**config.mk**
```make
export PLATFORM = sky130hd
export DESIGN_NAME = spi_xfer_seq
export DESIGN_NICKNAME = d
export VERILOG_FILES = /design/src/rtl/spi_xfer_seq.sv
export SDC_FILE = /design/constraint.sdc
export NUM_CORES = 1
export LEC_CHECK = 0
export CAP_MARGIN = 5
export CORE_MARGIN = 3
export CORE_UTILIZATION = 45
export CTS_BUF_LIST = sky130_fd_sc_hd__clkbuf_4
export DETAILED_ROUTE_END_ITERATION = 6
export PLACE_DENSITY = 0.7
export SLEW_MARGIN = 30
export SYNTH_ARGS = -nofsm -noshare
export SYNTH_HDL_FRONTEND = slang
export SYNTH_SLANG_ARGS = --single-unit
```
**constraint.sdc**
```tcl
create_clock -name clk_i -period 12.5 [get_ports clk_i]
set_input_delay 1.875 -clock clk_i [delete_from_list [all_inputs] [get_ports clk_i]]
set_output_delay 1.875 -clock clk_i [all_outputs]
set_load 0.01 [all_outputs]
```
**src/rtl/spi_xfer_seq.sv**
```systemverilog
// SPI transfer sequencer: queues host words in a TX FIFO, feeds them one at a time to the
// shift register (latch, then go until tip), and collects each result into an RX FIFO.
module spi_xfer_seq #(
  parameter int unsigned CHAR_W = 32,
  parameter int unsigned DEPTH  = 8,
  parameter int unsigned AW     = 3
) (
  input  logic              clk_i,
  input  logic              rst_ni,
  input  logic              en_i,
  input  logic              rx_en_i,
  input  logic              flush_i,
  input  logic              tx_valid_i,
  input  logic [CHAR_W-1:0] tx_data_i,
  output logic              tx_ready_o,
  output logic              rx_valid_o,
  output logic [CHAR_W-1:0] rx_data_o,
  input  logic              rx_ready_i,
  output logic [AW:0]       tx_level_o,
  output logic [AW:0]       rx_level_o,
  output logic              busy_o,
  output logic              done_o,
  output logic              latch_o,
  output logic [3:0]        byte_sel_o,
  output logic [CHAR_W-1:0] p_in_o,
  output logic              go_o,
  input  logic              tip_i,
  input  logic [CHAR_W-1:0] p_out_i
);

  typedef enum logic [2:0] {StIdle, StLoad, StStart, StRun, StCapture} state_e;

  localparam logic [AW:0]   FullCnt = DEPTH[AW:0];
  localparam logic [AW-1:0] PtrOne  = {{(AW-1){1'b0}}, 1'b1};
  localparam logic [AW:0]   CntOne  = {{AW{1'b0}}, 1'b1};

  state_e state_q, state_d;
  logic              latch_q, latch_d, go_q, go_d, done_q, done_d;
  logic [3:0]        byte_sel_q, byte_sel_d;
  logic [CHAR_W-1:0] p_in_q, p_in_d;
  logic              cap_en_q, cap_en_d, discard_q, discard_d;

  logic [CHAR_W-1:0] tx_mem_q [DEPTH];
  logic [CHAR_W-1:0] rx_mem_q [DEPTH];
  logic [AW-1:0]     tx_wr_q, tx_rd_q, rx_wr_q, rx_rd_q;
  logic [AW:0]       tx_cnt_q, rx_cnt_q;
  logic              tx_full, tx_empty, rx_full, rx_empty;
  logic              tx_push, tx_pop, rx_push, rx_pop, start;

  assign tx_full  = (tx_cnt_q == FullCnt);
  assign tx_empty = (tx_cnt_q == '0);
  assign rx_full  = (rx_cnt_q == FullCnt);
  assign rx_empty = (rx_cnt_q == '0);

  // Starting only with a free RX slot reserved means a capture can never overflow.
  assign start   = (state_q == StIdle) && en_i && !tx_empty && !flush_i && (!rx_en_i || !rx_full);
  assign tx_push = tx_valid_i && !tx_full && !flush_i;
  assign tx_pop  = start;
  assign rx_pop  = rx_ready_i && !rx_empty && !flush_i;

  always_comb begin
    state_d    = state_q;
    latch_d    = 1'b0;
    byte_sel_d = 4'h0;
    p_in_d     = p_in_q;
    go_d       = 1'b0;
    done_d     = 1'b0;
    cap_en_d   = cap_en_q;
    discard_d  = discard_q;
    rx_push    = 1'b0;
    // A flush cannot abort the shift register, so the in-flight result is dropped instead.
    if (flush_i && (state_q != StIdle) && (state_q != StCapture)) discard_d = 1'b1;
    unique case (state_q)
      StIdle: begin
        if (start) begin
          state_d    = StLoad;
          latch_d    = 1'b1;
          byte_sel_d = 4'hF;
          p_in_d     = tx_mem_q[tx_rd_q];
          cap_en_d   = rx_en_i;
        end
      end
      StLoad: begin
        state_d = StStart;
        go_d    = 1'b1;
      end
      StStart: begin
        if (tip_i) state_d = StRun;
        else       go_d    = 1'b1;
      end
      StRun: begin
        if (!tip_i) begin
          state_d = StCapture;
          done_d  = 1'b1;
        end
      end
      StCapture: begin
        rx_push   = cap_en_q && !discard_q && !flush_i && !rx_full;
        discard_d = 1'b0;
        state_d   = StIdle;
      end
      default: state_d = StIdle;
    endcase
  end

  always_ff @(posedge clk_i or negedge rst_ni) begin
    if (!rst_ni) begin
      state_q    <= StIdle;
      latch_q    <= 1'b0;
      byte_sel_q <= 4'h0;
      p_in_q     <= '0;
      go_q       <= 1'b0;
      done_q     <= 1'b0;
      cap_en_q   <= 1'b0;
      discard_q  <= 1'b0;
    end else begin
      state_q    <= state_d;
      latch_q    <= latch_d;
      byte_sel_q <= byte_sel_d;
      p_in_q     <= p_in_d;
      go_q       <= go_d;
      done_q     <= done_d;
      cap_en_q   <= cap_en_d;
      discard_q  <= discard_d;
    end
  end

  always_ff @(posedge clk_i or negedge rst_ni) begin
    if (!rst_ni) begin
      tx_wr_q  <= '0;
      tx_rd_q  <= '0;
      tx_cnt_q <= '0;
      rx_wr_q  <= '0;
      rx_rd_q  <= '0;
      rx_cnt_q <= '0;
    end else if (flush_i) begin
      tx_wr_q  <= '0;
      tx_rd_q  <= '0;
      tx_cnt_q <= '0;
      rx_wr_q  <= '0;
      rx_rd_q  <= '0;
      rx_cnt_q <= '0;
    end else begin
      if (tx_push) tx_wr_q <= tx_wr_q + PtrOne;
      if (tx_pop)  tx_rd_q <= tx_rd_q + PtrOne;
      if (tx_push && !tx_pop)      tx_cnt_q <= tx_cnt_q + CntOne;
      else if (!tx_push && tx_pop) tx_cnt_q <= tx_cnt_q - CntOne;
      if (rx_push) rx_wr_q <= rx_wr_q + PtrOne;
      if (rx_pop)  rx_rd_q <= rx_rd_q + PtrOne;
      if (rx_push && !rx_pop)      rx_cnt_q <= rx_cnt_q + CntOne;
      else if (!rx_push && rx_pop) rx_cnt_q <= rx_cnt_q - CntOne;
    end
  end

  always_ff @(posedge clk_i) begin
    if (tx_push) tx_mem_q[tx_wr_q] <= tx_data_i;
    if (rx_push) rx_mem_q[rx_wr_q] <= p_out_i;
  end

  assign tx_ready_o = !tx_full;
  assign rx_valid_o = !rx_empty;
  assign rx_data_o  = rx_mem_q[rx_rd_q];
  assign tx_level_o = tx_cnt_q;
  assign rx_level_o = rx_cnt_q;
  assign busy_o     = (state_q != StIdle);
  assign done_o     = done_q;
  assign latch_o    = latch_q;
  assign byte_sel_o = byte_sel_q;
  assign p_in_o     = p_in_q;
  assign go_o       = go_q;

endmodule

```
Word level (Yosys, flattened, before mapping)
Memories as Yosys holds them, arrays and structs flattened. A register that Yosys moved wholly into a read port is not among the register bits.
Index checks and enable logic that the tools add are counted.
- $mul: 0
- reduce and logical (&&, ||, !) cells: 43
- shifts and indexed selects: 0
- divide/modulo/power cells: 0
- $lt $le $gt $ge: 0
- equal/unequal tests: 10
- bitwise gates (word level): 0
- add/sub/neg operators: 8
- multiplexer cells: 32
- operators by type and width (operator ; count):
    $mux W3 ; 11
    $mux W4 ; 8
    $logic_and A1 B1 Y1 ; 17
    $add A3 B1 Y3 const B ; 4
    $logic_not A1 Y1 ; 12
    $pmux W3 S4 ; 1
    $mux W1 ; 11
    $reduce_bool A2 Y1 ; 5
    $reduce_bool A3 Y1 ; 3
    $add A4 B1 Y4 const B ; 2
    $eq A4 B4 Y1 const B ; 2
    $logic_not A4 Y1 ; 2
    $sub A4 B1 Y4 const B ; 2
    $eq A3 B2 Y1 const B ; 2
    $ne A2 B2 Y1 const B ; 3
    $eq A3 B1 Y1 const B ; 1
    $eq A3 B3 Y1 const B ; 1
    $logic_not A3 Y1 ; 1
    $ne A3 B3 Y1 const B ; 1
    $reduce_and A3 Y1 ; 1
    $pmux W1 S2 ; 1
    $reduce_and A2 Y1 ; 1
    $logic_or A1 B1 Y1 ; 1
- output and inout bits: 82
- logic and storage cells: 108
- register bits after elaboration: 32
- memory bits (writable): 512
- memories kept: 2
- bits in latches: 0
- input bits: 72
- memory bits (read-only): 0
- memories (memory ; words ; width ; read ports ; clocked after memory_dff ; write ports ; RTL line ; source):
    rx_mem_q ; 8 ; 32 ; 1 ; 0 ; 1 ; 44 ; logic [CHAR_W-1:0] rx_mem_q [DEPTH];
    tx_mem_q ; 8 ; 32 ; 1 ; 1 ; 1 ; 43 ; logic [CHAR_W-1:0] tx_mem_q [DEPTH];

Longest topological paths before layout
- depth in word-level cells: 10
- gate-level depth with buffers: 10
- gate-level depth less buffers: 8

Worst setup path before layout
OpenSTA, ideal clock, no wires.
- path kind: input-to-reg
- start: input flush_i
- end: memory rx_mem_q[2][0], enable pin
- arrival: 5.820 ns
- data required time: 11.987 ns
- setup time: 0.513 ns
- path buffers: 0
- stages: 3
- path slack: 6.167 ns
- cell sequence: nor3b_1 nand3_1 nor4b_1
- cells in the longest elaborated chain, start to end: 6
- ends and longest elaborated chain (element ; RTL line ; source):
    start: declaration ; 12 ; input logic flush_i,
    $logic_not A1 Y1 ; 98 ; rx_push = cap_en_q && !discard_q && !flush_i && !rx_full;
    $logic_and A1 B1 Y1 (2 in a row) ; 98 ;
    $mux W1 ; 73 ; unique case (state_q)
    $mux W1 ; 157 ; if (rx_push) rx_mem_q[rx_wr_q] <= p_out_i;
    $mux W1 (implied by the code) ; 157 ;
    end: declaration ; 44 ;
Every way passes these cells.

Final worst setup path
- start: register rx_rd_q[0]
- end: output rx_data_o[1]
- cells in the longest elaborated chain, start to end: 1
- ends and longest elaborated chain (element ; RTL line ; source):
    start: declaration ; 45 ; logic [AW-1:0] tx_wr_q, tx_rd_q, rx_wr_q, rx_rd_q;
    start signal: assignment ; 149 ; if (rx_pop) rx_rd_q <= rx_rd_q + PtrOne;
    $mem_v2 Z8 W32 ; - ;
    end: declaration ; 17 ; output logic [CHAR_W-1:0] rx_data_o,
Every way passes these cells.

==> results.cfg <==
[outcome]
status = completed

[synth]
top_reg_cell_synth = sky130_fd_sc_hd__edfxtp_1
yosysUniqueCellTypes = 50
edff_count_synth = 512
synth.yosys.seq_area_share = 0.768
postSynthNetCount = 1118
post_synth.cell_area_avg_um2 = 21.2
synthArstFlopShare = 0.105
synth_area_mm2 = 0.0220
synthesis.yosys.warnings = 0
synthesis.instances = 1036
ys_seq_elements = 572

[worst_setup_path]
start_of_the_worst_register_to_register_path = rx_level_o[0]
r2r-end = tx_level_o[3]
end_kind = primary output
crit_arrival_ns = 3.89
r2r_setup_slack_ns = 8.91
type_of_the_setup_path_with_the_least_slack = register to primary output
cp_slowest_stage_delay_ns = 0.88
cp-start-kind = register
required_worst_endpoint_ns = 10.62
reg2regPathDepth = 9
largest_fanout_of_any_net_on_the_critical_path = 34
critical-path-slowest-cell = sky130_fd_sc_hd__dfrtp_4
crit_path_cell_trace = buf_4 > mux4_2 > mux2_2 > clkdlybuf4s50_1

[min_path]
worst_hold_path.num_cells = 2
hold_start = p_in_o[0]
hold-path-endpoint = p_in_o[0]
min_path_type = register to register

[global_route]
grt_pass1_vias = 11800
grt_util_met1 = 0.213
grt_start_max_net_pins = 77
grt_pass1_wl_mm = 67.6
grt.total_usage = 0.177
grtUsageMet3 = 0.0538
globalRouteMet2Util = 0.299
busiest_metal_layer_after_global_routing = met2
antenna_found_initial = 7
overflow = 0

[die]
die_height_um = 227
rows = 80
core_region_area_mm2 = 0.0479
die_x_um = 227
starting_density_of_the_core = 0.458
fp.dieArea_mm2 = 0.0515
io_pins = 154

[routing]
viasPerCell = 5.41
avgRoutedWirePerCell_um = 21.7
detailedRoute.firstPassIterationCount = 5
drt-total-wl_mm = 44.1
vias = 11000
drt_iter0_markers = 681
drtAntennaViolNets = 0
drc_violation_count_after_routing = 0

[place]
gp_routability_congestion = 0.761
place_worst_setup_slack_ns = 7.01
port_buffers = 153
placed_cells = 1773
dp.final_hpwl_mm = 22.7

[timing]
timing.final.crit_period_ns = 5.76
fin_setup_tns_ns = 0
setup_viols_final = 0
timing.fmax_ghz = 0.174
worstMarginPinSlew_ns = 0.977
rsz0062_at_grt = false
final_hold_viol_count = 0
slew_headroom = 0.348
min_period_over_period = 0.461
final.setup_skew_ns = 0.0477
final_max_slew_viol_count = 0
fin_ws_ns = 6.74

[clock_tree]
tritoncts.num_buffers = 145
cts_resized = 0
tritoncts_clock_tree = built
latest_clock_arrival_within_the_worst_skew_pair_ns = 0.91
cts.root.buffer_cell = sky130_fd_sc_hd__clkbuf_4
clk_pin_slew_worst_paths_ns = 0.06
hold_buffers = 0
max-clock-path-buffers = 3
clock_tree.htree_level_count = 4
post_cts_setup_buffer_count = 0
clock_sink_count = 572

[job]
max_cap_viol_count = 0

[cells_and_area]
layout.area.seq_mm2 = 0.0169
fillCellCount = 3683
post_route_cells_drive_above_1_share = 0.309
finish.cell_count_without_fillers = 2029
area_growth_syn_to_layout_pct = 19.3
multi_input_comb_area_mm2 = 0.00491
finalCoreUtilization = 0.547
final_net_count = 1387

[pwr]
vdd_ir_drop_max_mv = 0.115
pwr_density_cell_mw_per_mm2 = 178
p_leak_nw = 8.57
==> cells by family after synthesis <==
group                      synth area share
muxes                                 0.164
AOI/OAI and AO/OA                    0.0178
and+or+nand+nor                      0.0264
buffers and inverters                0.0132
xor gates and xnor gates            0.00393
DFF                                   0.768
adders and majority gates           0.00638
==> metal layers <==
layer	vias up	routed length, um
li1	4882	-
met1	5666	17600
met2	336	22600
met3	79	2950
met4	8	914
met5	-	45
==> synthesized netlist by cell type (all sizes together) (7+ instances only) <==
master | instances | area, um2
a21oi | 15 | 75.1
buf | 29 | 151
clkbuf | 25 | 93.8
dfrtp | 60 | 1500
edfxtp | 512 | 15400
ha | 8 | 100
inv | 12 | 45.0
mux2 | 33 | 372
mux2i | 36 | 360
mux4 | 128 | 2880
nand2 | 49 | 184
nand3 | 7 | 35.0
nor2 | 12 | 45.0
nor3 | 11 | 55.1
o21ai | 38 | 190
==> critical path, delay by kind of cell (launching register included) <==
kind / cells / cell delay [ns]
buf+inv: 2 / 1.17
mux: 2 / 0.88
flops: 1 / 0.88
==> where the power goes <==
group / internal, mW / switching [mW] / total (mW)
combinational: 0.440 / 0.341 / 0.782
clock: 0.867 / 0.729 / 1.60
sequential: 2.18 / 0.109 / 2.29
total: 3.49 / 1.18 / 4.67
==> state kept, by name, summed over array words and instances, names as in the netlist <==
register and count:
byte_sel_o 1, cap_en_q 1, discard_q 1, done_o 1, go_o 1, p_in_o 32, rx_level_o 4, rx_mem_q 256
rx_rd_q 3, rx_wr_q 3, state_q 3, tx_level_o 4, tx_mem_q 256, tx_rd_q 3, tx_wr_q 3
==> final cells by class <==
class,count,area share
Antenna cell,2,0.000191
Clock buffer,207,0.0593
Clock inverter,47,0.0128
Inverter,12,0.00172
Multi-Input combinational cell,398,0.187
Sequential cell,572,0.644
Tap cell,615,0.0293
Timing Repair Buffer,176,0.0652
==> worst max path at each step <==
stage                           from             end  slack [ns]  cells past startpoint
after floorplan              flush_i  rx_mem_q[2][0]        6.17                      3
after global placement       flush_i   tx_level_o[3]        7.08                     10
after detailed placement     flush_i   tx_level_o[3]        7.01                     10
after CTS                 rx_rd_q[0]    rx_data_o[2]        6.52                      4
after global routing      rx_rd_q[0]    rx_data_o[2]        6.39                      4
final                     rx_rd_q[0]    rx_data_o[1]        6.74                      4
==> cell usage in the layout (no fill, tap or decap), types with 5 or more instances in the layout <==
cell / synthesis / layout
sky130_fd_sc_hd__nand2b_1: 5 / 5
sky130_fd_sc_hd__ha_1: 8 / 8
sky130_fd_sc_hd__nor3_1: 11 / 5
sky130_fd_sc_hd__o21ai_0: 37 / 37
sky130_fd_sc_hd__clkbuf_4: 0 / 207
sky130_fd_sc_hd__nor2b_1: 5 / 5
sky130_fd_sc_hd__nand2_1: 49 / 49
sky130_fd_sc_hd__dfrtp_1: 60 / 55
sky130_fd_sc_hd__bufinv_16: 0 / 5
sky130_fd_sc_hd__buf_4: 4 / 22
sky130_fd_sc_hd__nor3_2: 0 / 6
sky130_fd_sc_hd__nor2_1: 12 / 8
sky130_fd_sc_hd__mux2i_1: 36 / 36
sky130_fd_sc_hd__a21oi_1: 15 / 15
sky130_fd_sc_hd__inv_1: 12 / 12
sky130_fd_sc_hd__clkinv_1: 0 / 28
sky130_fd_sc_hd__mux2_2: 32 / 32
sky130_fd_sc_hd__clkdlybuf4s50_1: 0 / 152
sky130_fd_sc_hd__inv_2: 0 / 5
sky130_fd_sc_hd__mux4_2: 128 / 128
sky130_fd_sc_hd__nand3_1: 7 / 7
sky130_fd_sc_hd__edfxtp_1: 512 / 512
==> stage by stage <==
step	area, um2	power (mW)	hold slack [ns]
after detailed placement	24300	3.12	0.479
after CTS	26200	4.74	0.493
after global routing	26200	4.92	0.528
after global placement	24300	3.10	0.470
after floorplan	22000	2.77	0.479
final	26200	4.67	0.480
No activity file was read; power rests on OpenSTA's default activity.
